`src/rtl/countdown_timer.sv`:
```
// Loadable down-counter with latched terminal-count flag, sticky overrun,
// and one-shot or auto-reload (periodic tick) operation.
module countdown_timer #(
  parameter int unsigned bits = 8
) (
  input  logic            CLK,
  input  logic            resetN,
  input  logic            load,
  input  logic [bits-1:0] loadValue,
  input  logic            enable,
  input  logic            autoReload,
  input  logic            ack,
  output logic [bits-1:0] count,
  output logic            busy,
  output logic            done,
  output logic            overrun
);

  typedef enum logic {IDLE = 1'b0, RUN = 1'b1} state_t;

  state_t          state_q, state_d;
  logic [bits-1:0] count_q, count_d;
  logic [bits-1:0] reload_q, reload_d;
  logic            done_q, done_d;
  logic            ovr_q, ovr_d;

  always_ff @(posedge CLK or negedge resetN) begin
    if (!resetN) begin
      state_q  <= IDLE;
      count_q  <= '0;
      reload_q <= '0;
      done_q   <= 1'b0;
      ovr_q    <= 1'b0;
    end else begin
      state_q  <= state_d;
      count_q  <= count_d;
      reload_q <= reload_d;
      done_q   <= done_d;
      ovr_q    <= ovr_d;
    end
  end

  always_comb begin
    state_d  = state_q;
    count_d  = count_q;
    reload_d = reload_q;
    done_d   = done_q;
    ovr_d    = ovr_q;
    if (ack) begin
      done_d = 1'b0;
      ovr_d  = 1'b0;
    end
    if (load) begin
      reload_d = loadValue;
      count_d  = loadValue;
      state_d  = (loadValue != '0) ? RUN : IDLE;
    end else if (state_q == RUN && enable) begin
      if (count_q == bits'(1)) begin
        // Terminal event overrides a same-cycle ack; overrun only if unacked.
        done_d = 1'b1;
        if (done_q && !ack) ovr_d = 1'b1;
        count_d = autoReload ? reload_q : '0;
        state_d = autoReload ? RUN : IDLE;
      end else if (count_q > bits'(1)) begin
        count_d = count_q - bits'(1);
      end
    end
  end

  always_comb begin
    count   = count_q;
    busy    = (state_q == RUN);
    done    = done_q;
    overrun = ovr_q;
  end

endmodule

```
`config.mk`:
```
export PLATFORM = sky130hd
export DESIGN_NAME = countdown_timer
export DESIGN_NICKNAME = d
export VERILOG_FILES = /design/src/rtl/countdown_timer.sv
export SDC_FILE = /design/constraint.sdc
export NUM_CORES = 1
export LEC_CHECK = 0
export BUFFER_PORTS_ARGS = -buffer_cell sky130_fd_sc_hd__buf_4
export CAP_MARGIN = 5
export CORE_ASPECT_RATIO = 1.25
export CORE_MARGIN = 2
export CORE_UTILIZATION = 55
export CTS_BUF_LIST = sky130_fd_sc_hd__clkbuf_8
export CTS_CLUSTER_DIAMETER = 60
export CTS_CLUSTER_SIZE = 12
export DETAILED_ROUTE_END_ITERATION = 8
export GPL_TIMING_DRIVEN = 0
export HOLD_SLACK_MARGIN = 0.06
export PLACE_DENSITY = 0.78
export SYNTH_ARGS = -nofsm -noshare
export SYNTH_HDL_FRONTEND = slang
export SYNTH_SLANG_ARGS = --single-unit
```
`constraint.sdc`:
```
create_clock -name CLK -period 2 [get_ports CLK]
set_input_delay 0.2 -clock CLK [delete_from_list [all_inputs] [get_ports CLK]]
set_output_delay 0.2 -clock CLK [all_outputs]
set_load 0.05 [all_outputs]
```
* Word level (Yosys, flattened, before mapping) *
Cells that the tools add are included.

storage, ports and cells
  register bits = 19
  input port bits = 14
  output and inout bits = 11
  word-level logic and storage cells = 36

cells by class
  add/sub/neg operators = 1
  $lt $le $gt $ge = 1
  equal/unequal tests = 1
  muxes and demuxes = 19
  reduce and logical (&&, ||, !) cells = 9

operators by type and width
  cell                                                           count
  two-way mux 8 bit                                              5
  two-way mux 1 bit                                              14
  == test 8 x 1 -> 1 bit, second input constant                  1
  greater-than comparator 8 x 1 -> 1 bit, second input constant  1
  nonzero test 8 bit                                             1
  subtractor 8 x 1 -> 8 bit, second input constant               1
  AND reduction 2 bit                                            2
  nonzero test 2 bit                                             2
  nonzero test 3 bit                                             1
  logical AND 1 bit                                              2
  zero test 1 bit                                                1

* Logic depth before layout (Yosys ltp) *
Gate-level depths: netlist of run 1.

  depth in word-level cells = 6
  gate-level depth with buffers = 7
  depth with buffers taken out = 6

* Worst setup path before layout of run 1 *
No wires, ideal clock.

  path kind = register to register
  start = reg count_q[1], in the netlist count[1]
  end = reg count_q[5], in the netlist count[5]
  setup time = 0.122 ns
  data arrival time = 2.063 ns
  required time = 1.878 ns
  path slack = -0.184 ns
  cell stages (with the launch flop) = 8
  path buffers = 1
  period minus slack after synthesis = 2.184 ns
  cells stage by stage = dfrtp_1 inv_1 ha_1 nor3b_1 and4_1 buf_2 a221o_1 a22o_1

on the way
  longest elaborated chain between the ends = 5
  elaborated cells between the ends (all ways) = 9
  those cells by class = add/sub: 1; order compare: 1; eq/ne: 1; mux: 4; reduce/logical: 2

ends and longest elaborated chain
  element                    line  RTL
  from (decl)                22    logic [bits-1:0] count_q, count_d;
  from (signal assigned)     36    count_q <= count_d;
  subtractor 8 x 1 -> 8 bit  65    count_d = count_q - bits'(1);
  two-way mux 8 bit          64    end else if (count_q > bits'(1)) begin
  two-way mux 8 bit          58    if (count_q == bits'(1)) begin
  two-way mux 8 bit          57    end else if (state_q == RUN && enable) begin
  two-way mux 8 bit          53    if (load) begin

Parallel ways exist; a longest one is shown, timed or not. The select of a mux whose other input is x is not followed.
A chain may end at the register's enable or synchronous reset.

* Final worst setup path of run 1 *
  start = reg count_q[0], in the netlist count[0]
  end = reg count_q[6], in the netlist count[6]

The elaborated chain is that of the path after synthesis.

==> impl_metrics.tcl, run 1 <==
set metrics [dict create \
    outcome "finished, final reports clean" \
    die-width_um 44.0 \
    synth_top_cell_area_share_pct 43.2 \
    utilization_pct 72.5 \
    power_density_nw_per_um2 843 \
    setup_viol 0 \
    async_flop_share_pct 100 \
    ant_nets 0 \
    fin_nets 155 \
    fp.dieArea_sq_um 2380 \
    clkTransAtPathRegs_ns 0.07 \
    viasPerCell 6.47 \
    clock_skew_ns 0.00605 \
    tightestPinTransition_ns 0.514 \
    p_total_w 0.00119 \
    min_path_type "in -> reg" \
    syn_nets 123 \
    crit_required_ns 2.17 \
    critPathLaunchType "flip-flop" \
    hold_viol_final 0 \
    drt_iter0_drc 42 \
    max-vdd-ir-drop_mv 0.635 \
    clkLatencyLatePin_ns 0.26 \
    worstPathArrival_ns 2.10 \
    grt_usage_pct 24.1 \
    finalCritPeriodShare_pct 96.4 \
    worst_slack_ns 0.0727 \
    fmax_ghz 0.519 \
    drv_slew 0 \
    route.final.wire_length_um 2820 \
    num_io_pins 25 \
    layout_min_cycle_time_ns 1.93 \
    via_count 1023 \
    synth_area_sq_um 1100 \
    root_buffer "clkbuf_8" \
    synth_top_cell_by_area "dfrtp_1" \
    die_h_um 54.0 \
    yosysMostFrequentCell "dfrtp_1" \
    synth-edff-count 0 \
    grt_max_degree 20 \
    maxCapViolations 0 \
    place_area_sq_um 1310 \
    initial_core_util_pct 56.8 \
    ys_seq_area_share_pct 43.2 \
    syn_to_final_growth_pct 27.6 \
    syn_area_per_cell_sq_um 10.3 \
    ys_types 38 \
    drive_gt1_share_pct 34.1 \
    yosysWarnings 0 \
    antenna_found_initial 0 \
    cp_max_fo 6 \
    firstDrtPassIters 5 \
    crit_type "reg -> reg" \
    wl_per_cell_um 17.9 \
    overflow 0 \
    ys_ff_latch 19 \
    clock_path_buffers 2 \
    fillers 135 \
    drcViolationCount 0 \
    netlist_top_cells_area "dfrtp_1 43%, mux2_2 5.1%, inv_1 3.4%" \
    synth-main-ff-cell "dfrtp_1" \
    cts_tree "yes" \
    fp.coreArea_sq_um 1940 \
    row_count 18 \
    cts.sinks 19 \
    max_slew_margin_pct 65.7 \
    grt_pass1_wl_um 4160 \
    htree_levels 1 \
    place_congestion 0.916 \
    cts_buffers 3 \
    p_leak_nw 0.605 \
    postLayoutCellArea_sq_um 1410 \
    cp-end-kind "flip-flop" \
    n_antenna_cell 0 \
    dpl.hpwl_um 2060 \
    place.port_buffers 24 \
    dpl_worst_slack_ns -0.0773 \
    grt_pass1_vias 942 \
    syn-instance-count 107 \
    rsz0062_at_grt "no" \
    synth_common_cells "19 x dfrtp_1, 10 x inv_1, 5 x mux2_2, 5 x nand2_1, 5 x nor2_1" \
]
worst paths after layout:
kind	startpoint	end	slack, ns	cells after the start
max in group asynchronous	resetN	count[1]$_DFFE_PN0P_	1.42	2
setup / recovery	count[0]$_DFFE_PN0P_	count[6]$_DFFE_PN0P_	0.07	6
min in group asynchronous	resetN	count[6]$_DFFE_PN0P_	0.35	2
hold reg to reg	reload_q[7]$_DFFE_PN0P_	reload_q[7]$_DFFE_PN0P_	0.49	1
hold / removal	ack	overrun$_DFF_PN0_	0.10	2
setup reg to reg	count[0]$_DFFE_PN0P_	count[6]$_DFFE_PN0P_	0.07	6
where the power goes:
group	internal, W	total [W]	switching, W
logic	0.000163	0.000414	0.000251
registers	0.000430	0.000506	0.0000751
clock network	0.000138	0.000265	0.000127
repair_timing:
item,CTS,global route
hold buffers,1,0
resized for setup,2,4
setup endpoints to repair,5,6
cloned,0,0
pin swaps,0,1
hold endpoints to repair,19,0
buffers inserted,0,2
cell usage in the layout (no fill, tap or decap), types with 3 or more instances in the layout:
| cell | netlist | final |
|---|---|---|
| o21ai_0 | 4 | 3 |
| or4_1 | 4 | 4 |
| and2_1 | 3 | 3 |
| nor3_1 | 4 | 4 |
| dfrtp_1 | 19 | 17 |
| mux2_2 | 5 | 5 |
| nor2_1 | 5 | 5 |
| nand2_1 | 5 | 5 |
| clkbuf_8 | 0 | 3 |
| buf_4 | 0 | 26 |
| inv_1 | 10 | 9 |
| o22ai_1 | 3 | 3 |
| a21oi_1 | 4 | 4 |
flip-flops by register name, summed over array words and instances (netlist names):
register,cells
busy,1
count,8
done,1
overrun,1
reload_q,8
critical path, stage by stage, from the launching register on:
cell and delay, ns:
dfrtp_2 0.44, inv_1 0.09, ha_2 0.25, or4b_1 0.51, a211oi_2 0.28, a221oi_1 0.11, o21ai_0 0.17
metal layers:
layer	track usage (%)	part of all wire (%)	routed length [um]	vias to the layer above
li1	-	-	-	484
met1	28.5	44	1230	498
met2	43.4	51	1440	39
met3	3.36	4.5	127	2
met4	10.1	0.67	19	0
met5	0	0	0	-
kinds of logic after synthesis:
kind of cell / synth area share [%]
mux: 5.11
fa+ha+maj: 2.27
flops: 43.2
buf+inv: 4.89
xor+xnor: 0.796
compound gates: 25.7
simple gates: 18.1
through the flow:
stage,setup TNS (ns),hold WS (ns),instances
finish,0,0.103,158
global route,0,0.109,158
CTS,0,0.101,156
detailed placement,-0.0948,0.0853,151
global placement,-0.0244,0.0844,151
floorplan,0,-0.0956,107
final cells by class:
type | instances | area [sq um] | share of cell area [%]
buffer | 4 | 16.3 | 1.16
clock buffer | 3 | 41.3 | 2.94
clock inverter | 1 | 5.00 | 0.356
inverter | 10 | 37.5 | 2.67
multi-input combinational | 74 | 597 | 42.5
sequential | 19 | 478 | 34.0
tap | 20 | 25.0 | 1.78
timing repair buffer | 27 | 205 | 14.6
No activity file was read; power rests on OpenSTA's default activity.
==> run 2, diff against run 1 <==
ABC_AREA = 1   (was not set)
CORE_UTILIZATION = 56   (was 55)
PLACE_DENSITY = 0.79   (was 0.78)
==> run 2 against run 1 <==
  * Combinational power rose by 17%
  * Total power rose by 5.4%
  * Routed wire length fell by 10%
  * Sequential share of layout area fell by 0.94 points
  * Core utilization barely moved
  * Via count rose by 5.5%
  * Worst hold slack got worse by 0.0060 ns
  * Maximum frequency rose by 23%
  * Sequential power fell by 3%
  * Synthesized cell count rose by 46%
  * Critical path depth rose by 3
  * First-iteration DRC count fell by 45%
  * Critical path type unchanged
  * Critical endpoint is now count[2]$_DFFE_PN0P_
  * Highest routed layer unchanged
==> impl_metrics.tcl, run 2 <==
set metrics [dict create \
    globalRouteMet3Util_pct 2.94 \
    crit_required_ns 2.16 \
    die-width_um 45.0 \
    viasPerCell 5.26 \
    cts_resized 0 \
    fp.dieArea_sq_um 2490 \
    cp-end-kind "flip-flop" \
    root_buffer "clkbuf_8" \
    ys_seq_area_share_pct 40.4 \
    timing.rr.start "count[0]$_DFFE_PN0P_" \
    wl_per_cell_um 12.4 \
    netlist_top_cells_area "dfrtp_1 40%, nand2_1 19%, nand3_1 5.5%" \
    top_usage_layer "met2" \
    use_met1_pct 31.4 \
    hold_start "ack" \
    finalCritPeriodShare_pct 78.1 \
    dpl.hpwl_um 2010 \
    firstDrtPassIters 4 \
    setup_viol 0 \
    clock_skew_ns 0.00910 \
    final_cell_mix "61 x nand2_1, 24 x buf_4, 19 x dfrtp_1" \
    rsz0062_at_grt "no" \
    max-vdd-ir-drop_mv 0.743 \
    worstPathArrival_ns 1.72 \
    num_io_pins 25 \
    final_common_cell "nand2_1" \
    p_total_w 0.00125 \
    drive_gt1_share_pct 27.0 \
    n_antenna_cell 0 \
    antenna_found_initial 0 \
    ys_ff_latch 19 \
    via_count 1079 \
    clock_path_buffers 2 \
    yosysMostFrequentCell "nand2_1" \
    slowest_delay_ns 0.42 \
    drt_iter0_drc 23 \
    setup.worst_path.start "count[0]$_DFFE_PN0P_" \
    syn-instance-count 156 \
    ys_types 27 \
    whs_ns 0.0969 \
    maxCapViolations 0 \
    synth_area_sq_um 1180 \
    dpl_worst_slack_ns 0.454 \
    layout_min_cycle_time_ns 1.56 \
    path_cells "inv_1 -> ha_1 -> nand2_1 -> nor2_2 -> nand3_4 -> nand2_4 -> inv_4 -> nand2_1 -> nand2_1" \
    yosysWarnings 0 \
    worst_slack_ns 0.437 \
    utilization_pct 72.5 \
    hold_buffers 1 \
    row_count 18 \
    ant_nets 0 \
    critPathLaunchType "flip-flop" \
    overflow 0 \
    drv_slew 0 \
    fin_nets 202 \
    p_leak_nw 0.764 \
    cp_max_fo 8 \
    fillers 170 \
    grt_pass1_vias 1035 \
    cts.sinks 19 \
    synth_top_cell_area_share_pct 40.4 \
    crit_top_cell "nand2_1" \
    synth-main-ff-cell "dfrtp_1" \
    clkTransAtPathRegs_ns 0.08 \
    cts_setup_buffers 0 \
    hold_viol_final 0 \
    grt_usage_pct 23.2 \
    htree_levels 1 \
    place_congestion 0.833 \
    crit_slowest_cell "dfrtp_1" \
    clkLatencyLatePin_ns 0.26 \
    syn_area_per_cell_sq_um 7.54 \
    synth_common_cells "61 x nand2_1, 19 x dfrtp_1, 13 x inv_1, 13 x nand3_1, 8 x nor2_1" \
    cts_buffers 3 \
    grt_max_degree 20 \
    die_h_um 55.2 \
    async_flop_share_pct 100 \
    initial_core_util_pct 59.3 \
    drcViolationCount 0 \
    met2_usage_pct 37.3 \
    syn_to_final_growth_pct 22.2 \
    outcome "finished, final reports clean" \
    grt_pass1_wl_um 4340 \
    min_path_type "in -> reg" \
    syn_nets 172 \
    crit_type "reg -> reg" \
    power_density_nw_per_um2 869 \
    cts_tree "yes" \
    fmax_ghz 0.640 \
    route.final.wire_length_um 2540 \
    setup_tns_ns 0 \
    fp.coreArea_sq_um 1980 \
    place.port_buffers 24 \
    synth_top_cell_by_area "dfrtp_1" \
    max_slew_margin_pct 76.7 \
    synth-edff-count 0 \
    tightestPinTransition_ns 0.350 \
]
==> run 2: changes by cell type in the layout (fill, tap and decap cells not counted), sizes merged, moves of 3 or more <==
cell and change:
mux2 -5, a211oi -3, and2 -3, nor2 +13, nand3 +14, nand2 +61
a221oi -3, inv +5, or4 -4, nor3 -3, nor4 -3, buf -3
==> run 2: report_power, final <==
group	internal, W	switching [W]
registers	0.000433	0.0000592
clock network	0.000139	0.000132
logic	0.000163	0.000323
total	0.000735	0.000515
==> run 2: cells by family after synthesis <==
kind of cell	Yosys count	share of synthesized area [%]
flip-flops	19	40.4
AO/OA/AOI/OAI	12	6.38
adder cells (fa/ha/maj)	2	2.13
AND/OR/NAND/NOR	102	42.1
XOR/XNOR	3	2.23
buffers and inverters	18	6.70
==> run 2: stage by stage <==
stage	std cells	area, sq um
4_1_cts	205	1440
3_5_place_dp	200	1380
5_1_grt	205	1440
6_report	205	1440
2_1_floorplan	156	1180
3_3_place_gp	200	1380
==> run 2: per-layer routing <==
layer	part of all wire (%)	vias to the layer above
li1	-	552
met1	43	499
met2	51	23
met3	3.9	5
met4	1.6	0
met5	0	-
==> run 2: path summary, 6_finish.rpt <==
path	to	slack, ns	depth (start not counted)
worst max-delay path	count[2]$_DFFE_PN0P_	0.44	9
worst min-delay path	overrun$_DFF_PN0_	0.1	2
worst max register to register	count[2]$_DFFE_PN0P_	0.44	9
worst min register to register	reload_q[4]$_DFFE_PN0P_	0.48	2
max in group asynchronous	busy$_DFFE_PN0P_	1.44	2
min in group asynchronous	count[4]$_DFFE_PN0P_	0.34	2
==> run 2: area by class of cell <==
type	instances	area (sq um)	area share, %
multi-input cells	119	622	43.3
flip-flops and latches	19	475	33.1
repair buffers	25	190	13.2
inverters	16	63.8	4.44
clock buffers	3	41.3	2.87
well taps	20	25.0	1.74
plain buffers	2	15.0	1.04
clock inverters	1	5.00	0.348
==> run 2: critical path, delay by kind of cell, from the launching register on <==
family        cells  cell delay (ns)
simple gates      6             0.63
flops             1             0.42
fa+ha+maj         1             0.21
buf+inv           2             0.17
